## config.mk

```make
export PLATFORM = sky130hd
export DESIGN_NAME = logic_unit_pipe
export DESIGN_NICKNAME = d
export VERILOG_FILES = /design/src/rtl/logic_unit_pkg.sv /design/src/rtl/logic_unit_core.sv /design/src/rtl/logic_unit_pipe.sv
export SDC_FILE = /design/constraint.sdc
export NUM_CORES = 1
export LEC_CHECK = 0
export CAP_MARGIN = 20
export CORE_MARGIN = 5
export CORE_UTILIZATION = 50
export DETAILED_ROUTE_END_ITERATION = 10
export DONT_BUFFER_PORTS = 1
export PLACE_DENSITY = 0.67
export SYNTH_ARGS = -nofsm -noshare
export SYNTH_HDL_FRONTEND = slang
export SYNTH_SLANG_ARGS = --single-unit
export TNS_END_PERCENT = 5
```

## constraint.sdc

```tcl
create_clock -name clk -period 1.6 [get_ports clk]
set_input_delay 0.48 -clock clk [delete_from_list [all_inputs] [get_ports clk]]
set_output_delay 0.48 -clock clk [all_outputs]
set_load 0.05 [all_outputs]
```

## src/rtl/logic_unit_pkg.sv

```systemverilog
// Shared constants for the pipelined bitwise logic unit: opcode encodings and default width.
package logic_unit_pkg;

    localparam int OP_W          = 3;
    localparam int DEFAULT_WIDTH = 8;

    localparam logic [OP_W-1:0] OP_AND   = 3'd0;
    localparam logic [OP_W-1:0] OP_OR    = 3'd1;
    localparam logic [OP_W-1:0] OP_NAND  = 3'd2;
    localparam logic [OP_W-1:0] OP_NOR   = 3'd3;
    localparam logic [OP_W-1:0] OP_XOR   = 3'd4;
    localparam logic [OP_W-1:0] OP_XNOR  = 3'd5;
    localparam logic [OP_W-1:0] OP_NOTA  = 3'd6;
    localparam logic [OP_W-1:0] OP_PASSA = 3'd7;

endpackage

```

## src/rtl/logic_unit_core.sv

```systemverilog
// Combinational bitwise operation on already-inverted operands; sits between S1 and S2.
module logic_unit_core
    import logic_unit_pkg::*;
#(
    parameter int WIDTH = DEFAULT_WIDTH
) (
    input  logic [OP_W-1:0]  op,
    input  logic [WIDTH-1:0] a,
    input  logic [WIDTH-1:0] b,
    output logic [WIDTH-1:0] result
);

    always_comb begin
        result = '0;
        case (op)
            OP_AND:   result = a & b;
            OP_OR:    result = a | b;
            OP_NAND:  result = ~(a & b);
            OP_NOR:   result = ~(a | b);
            OP_XOR:   result = a ^ b;
            OP_XNOR:  result = ~(a ^ b);
            OP_NOTA:  result = ~a;
            OP_PASSA: result = a;
            default:  result = '0;
        endcase
    end

endmodule

```

## src/rtl/logic_unit_pipe.sv

```systemverilog
// Two-stage valid/ready pipelined logic unit (S1 operands, S2 result).
// Optional zero/parity flags on the result are enabled with LOGIC_FLAGS_EN.
module logic_unit_pipe
    import logic_unit_pkg::*;
#(
    parameter int WIDTH = DEFAULT_WIDTH
) (
    input  logic             clk,
    input  logic             rst,
    input  logic             in_valid,
    output logic             in_ready,
    input  logic [OP_W-1:0]  op,
    input  logic             inv_a,
    input  logic             inv_b,
    input  logic [WIDTH-1:0] a,
    input  logic [WIDTH-1:0] b,
    output logic             out_valid,
    input  logic             out_ready,
    output logic [WIDTH-1:0] result
`ifdef LOGIC_FLAGS_EN
    ,
    output logic             flag_zero,
    output logic             flag_parity
`endif
);

    typedef struct packed {
        logic [OP_W-1:0]  op;
        logic [WIDTH-1:0] a;
        logic [WIDTH-1:0] b;
    } s1_t;

    // vld_pipe[1] = S1 occupied, vld_pipe[2] = S2 occupied (drives out_valid)
    logic [2:1]       vld_pipe;
    s1_t              s1_q;
    logic [WIDTH-1:0] core_res;
    logic             s2_free;
    logic             s1_adv;
    logic             in_xfer;

    assign s2_free   = !vld_pipe[2] || out_ready;
    assign s1_adv    = vld_pipe[1] && s2_free;
    assign in_ready  = !vld_pipe[1] || s2_free;
    assign in_xfer   = in_valid && in_ready;
    assign out_valid = vld_pipe[2];

    always_ff @(posedge clk) begin
        if (rst) begin
            vld_pipe <= '0;
        end else begin
            vld_pipe[1] <= in_xfer || (vld_pipe[1] && !s1_adv);
            vld_pipe[2] <= s1_adv || (vld_pipe[2] && !out_ready);
        end
    end

    // Inversion is folded in before S1 so the core only sees effective operands
    always_ff @(posedge clk) begin
        if (rst) begin
            s1_q <= '0;
        end else if (in_xfer) begin
            s1_q.op <= op;
            s1_q.a  <= inv_a ? ~a : a;
            s1_q.b  <= inv_b ? ~b : b;
        end
    end

    logic_unit_core #(
        .WIDTH (WIDTH)
    ) u_core (
        .op     (s1_q.op),
        .a      (s1_q.a),
        .b      (s1_q.b),
        .result (core_res)
    );

    always_ff @(posedge clk) begin
        if (rst) begin
            result <= '0;
        end else if (s1_adv) begin
            result <= core_res;
        end
    end

`ifdef LOGIC_FLAGS_EN
    always_ff @(posedge clk) begin
        if (rst) begin
            flag_zero   <= 1'b0;
            flag_parity <= 1'b0;
        end else if (s1_adv) begin
            flag_zero   <= (core_res == '0);
            flag_parity <= ^core_res;
        end
    end
`endif

endmodule

```

==> results.yml <==
detailed_routing:
  ant_nets: 0
  dr.first_iter.drc_count: 136
  avgViaCountPerCell: 5.52
  via_count: 1562
  first_pass_iters: 4
  post-route-drc-count: 0
  routed_wl_um: 4090
  wire_per_inst_um: 14.5
yosys:
  ys.warnings.count: 0
  ys_ff_latch: 29
  synth_area_leaders: "dfxtp_1, ha_1, xnor2_1"
  synth_common_cells: "dfxtp_1, nor2_1, inv_1"
  synth_cell_types: 37
  syn_area_per_cell_um2: 8.74
  yosys.area.top_type: "dfxtp_1"
  synthCells: 227
  ys.flop_type: "dfxtp_1"
  synth_area_um2: 1980
  synth_most_common_cell: "dfxtp_1"
  synth_top_cell_area_share_pct: 29.3
  synth_edf_count: 0
  syn-num-nets: 268
  ys_seq_area_share_pct: 29.3
  postSynth.asyncResetShare_pct: 0
min_path:
  min_to: "s1_q[18]"
  hp-start: "rst"
  min_path_cells: 1
  hold_path.class: "in -> reg"
cells_and_area:
  area_growth_pct: 9.71
  antenna_cells: 0
  nFillCells: 379
  nNetsFinal: 273
  drive_gt1_share_pct: 16.3
  final_cell_area_um2: 2180
  fin_util_pct: 55.6
  fin_cells: 283
status:
  status: "finished, final reports clean"
clocking:
  insertion_delay_ns: 0.28
  cts_buffers: 5
  cts_tree: "yes"
  clkSinkCount: 29
  cts_buffer_depth: 2
  clockRootBuffer: "clkbuf_8"
  cts.reportedPaths.clkPinSlew_ns: 0.07
  postCtsHoldBufs: 0
  h-tree-depth: 2
sta:
  hold_viol: 0
  tightestPinTransition_ns: 0.527
  fin_skew_ns: 0.00431
  fin_crit_ns: 1.53
  fin_crit_sh_pct: 95.7
  worst_slew_margin_rel_pct: 64.8
  slew_viol_final: 0
  finalSetupTns_ns: 0
  rsz0062_at_grt: "false"
  fmax_mhz: 653
  setup_violations: 0
placement:
  numPlacedInstances: 274
  place_hpwl_um: 2990
  place_area_um2: 2060
  portBuffers: 0
  place_congestion: 0.790
die:
  dieArea_um2: 5330
  rows: 23
  start_util_pct: 50.7
  core_area_um2: 3910
  ios: 35
  fp.dieH_um: 73
  die_w_um: 73
worst_setup_path:
  critPathArrivalTime_ns: 1.05
  critPathMaxFanout: 5
  rr_endpoint: "result[5]"
  rrSetupSlack_ns: 0.08
  crit_type: "reg -> out"
  cp-start-kind: "flip-flop"
  r2r_cells: 5
  r2r_start: "s1_q[18]"
  endpoint_kind: "primary output"
  worstPathRequired_ns: 1.12
grt:
  grt_pass1_vias: 1417
  grt_max_degree: 36
  antenna_found_initial: 0
  gr-total-overflow: 0
  track_usage_pct: 16.3
  grt_pass1_wl_um: 6790
pwr:
  leakage_nw: 0.872
  power_density_nw_per_um2: 858
  vdd_drop_max_mv: 0.640
flow_run:
  drv_cap: 0
==> critical path: stages (launching register included) <==
cell     delay, ns
dfxtp_2       0.33
nor2b_4       0.20
nand2_1       0.08
buf_6         0.16
==> where the power goes <==
part | internal [mW] | switching [mW] | total [mW] | leakage [nW]
clock network | 0.301 | 0.283 | 0.584 | 0.0450
registers | 0.777 | 0.0961 | 0.873 | 0.241
logic | 0.214 | 0.197 | 0.411 | 0.587
==> per-layer routing <==
metal	wire (µm)	global-route usage, %	up-vias	part of all wire, %
li1	-	-	807	-
met1	1990	22.3	709	49
met2	1750	22.7	40	43
met3	283	6.75	6	6.9
met4	60	6.15	0	1.5
met5	0	0	-	0
==> through the flow <==
stage | hold WS [ns] | power [mW] | setup slack, ns
6_report | 0.262 | 1.87 | 0.0686
5_1_grt | 0.246 | 1.98 | 0.00241
4_1_cts | 0.257 | 1.87 | 0.0428
3_5_place_dp | 0.517 | 1.29 | 0.0743
3_3_place_gp | 0.511 | 1.28 | 0.111
2_1_floorplan | 0.495 | 1.21 | 0.0797
==> repair_timing <==
action / CTS / global route
endpoints found under the hold margin: 0 / 0
setup buffers: 0 / 0
gates resized for setup: 0 / 4
setup endpoints to repair: 0 / 5
==> cell usage in the layout, fill, tap and decap left out, drive strengths merged, types with 10 or more instances in the layout <==
cell type,instances
buf,12
mux2,10
xnor2,16
a211oi,17
dfxtp,29
o21ai,12
nor2,25
inv,18
nand2,12
a21oi,10
mux2i,11
ha,16
==> how the worst max path moves through the flow <==
| stage | startpoint | endpoint | slack (ns) |
|---|---|---|---|
| 2_1_floorplan | vld_pipe[2] | in_ready | 0.08 |
| 3_3_place_gp | s1_q[9] | result[1] | 0.11 |
| 3_5_place_dp | s1_q[9] | result[1] | 0.07 |
| 4_1_cts | s1_q[18] | result[5] | 0.04 |
| 5_1_grt | s1_q[2] | result[2] | 0.002 |
| 6_report | vld_pipe[2] | in_ready | 0.07 |
==> state kept, by name, indices dropped and copies added, names as in the netlist <==
name      cells
s1_q         19
vld_pipe      2
result        8
==> cell families (layout without fill, tap and decap cells) <==
| logic type | after synthesis | in the layout | share of synthesized area (%) |
|---|---|---|---|
| multiplexers | 22 | 22 | 12.5 |
| adder cells (fa/ha/maj) | 16 | 16 | 10.1 |
| XOR/XNOR | 16 | 16 | 7.06 |
| AO/OA/AOI/OAI | 55 | 55 | 18.6 |
| buffers and inverters | 33 | 39 | 8.51 |
| AND/OR/NAND/NOR | 56 | 56 | 13.9 |
| flip-flops | 29 | 29 | 29.3 |
==> final cells by class <==
type	count	area (µm²)	share of cell area (%)
clock buffer	6	72.6	3.33
clock inverter	2	10.0	0.460
inverter	18	67.6	3.10
multi-input combinational	165	1230	56.7
sequential	29	586	26.9
tap	50	62.6	2.87
timing repair buffer	13	144	6.61
No activity file was read; power rests on OpenSTA's default activity.
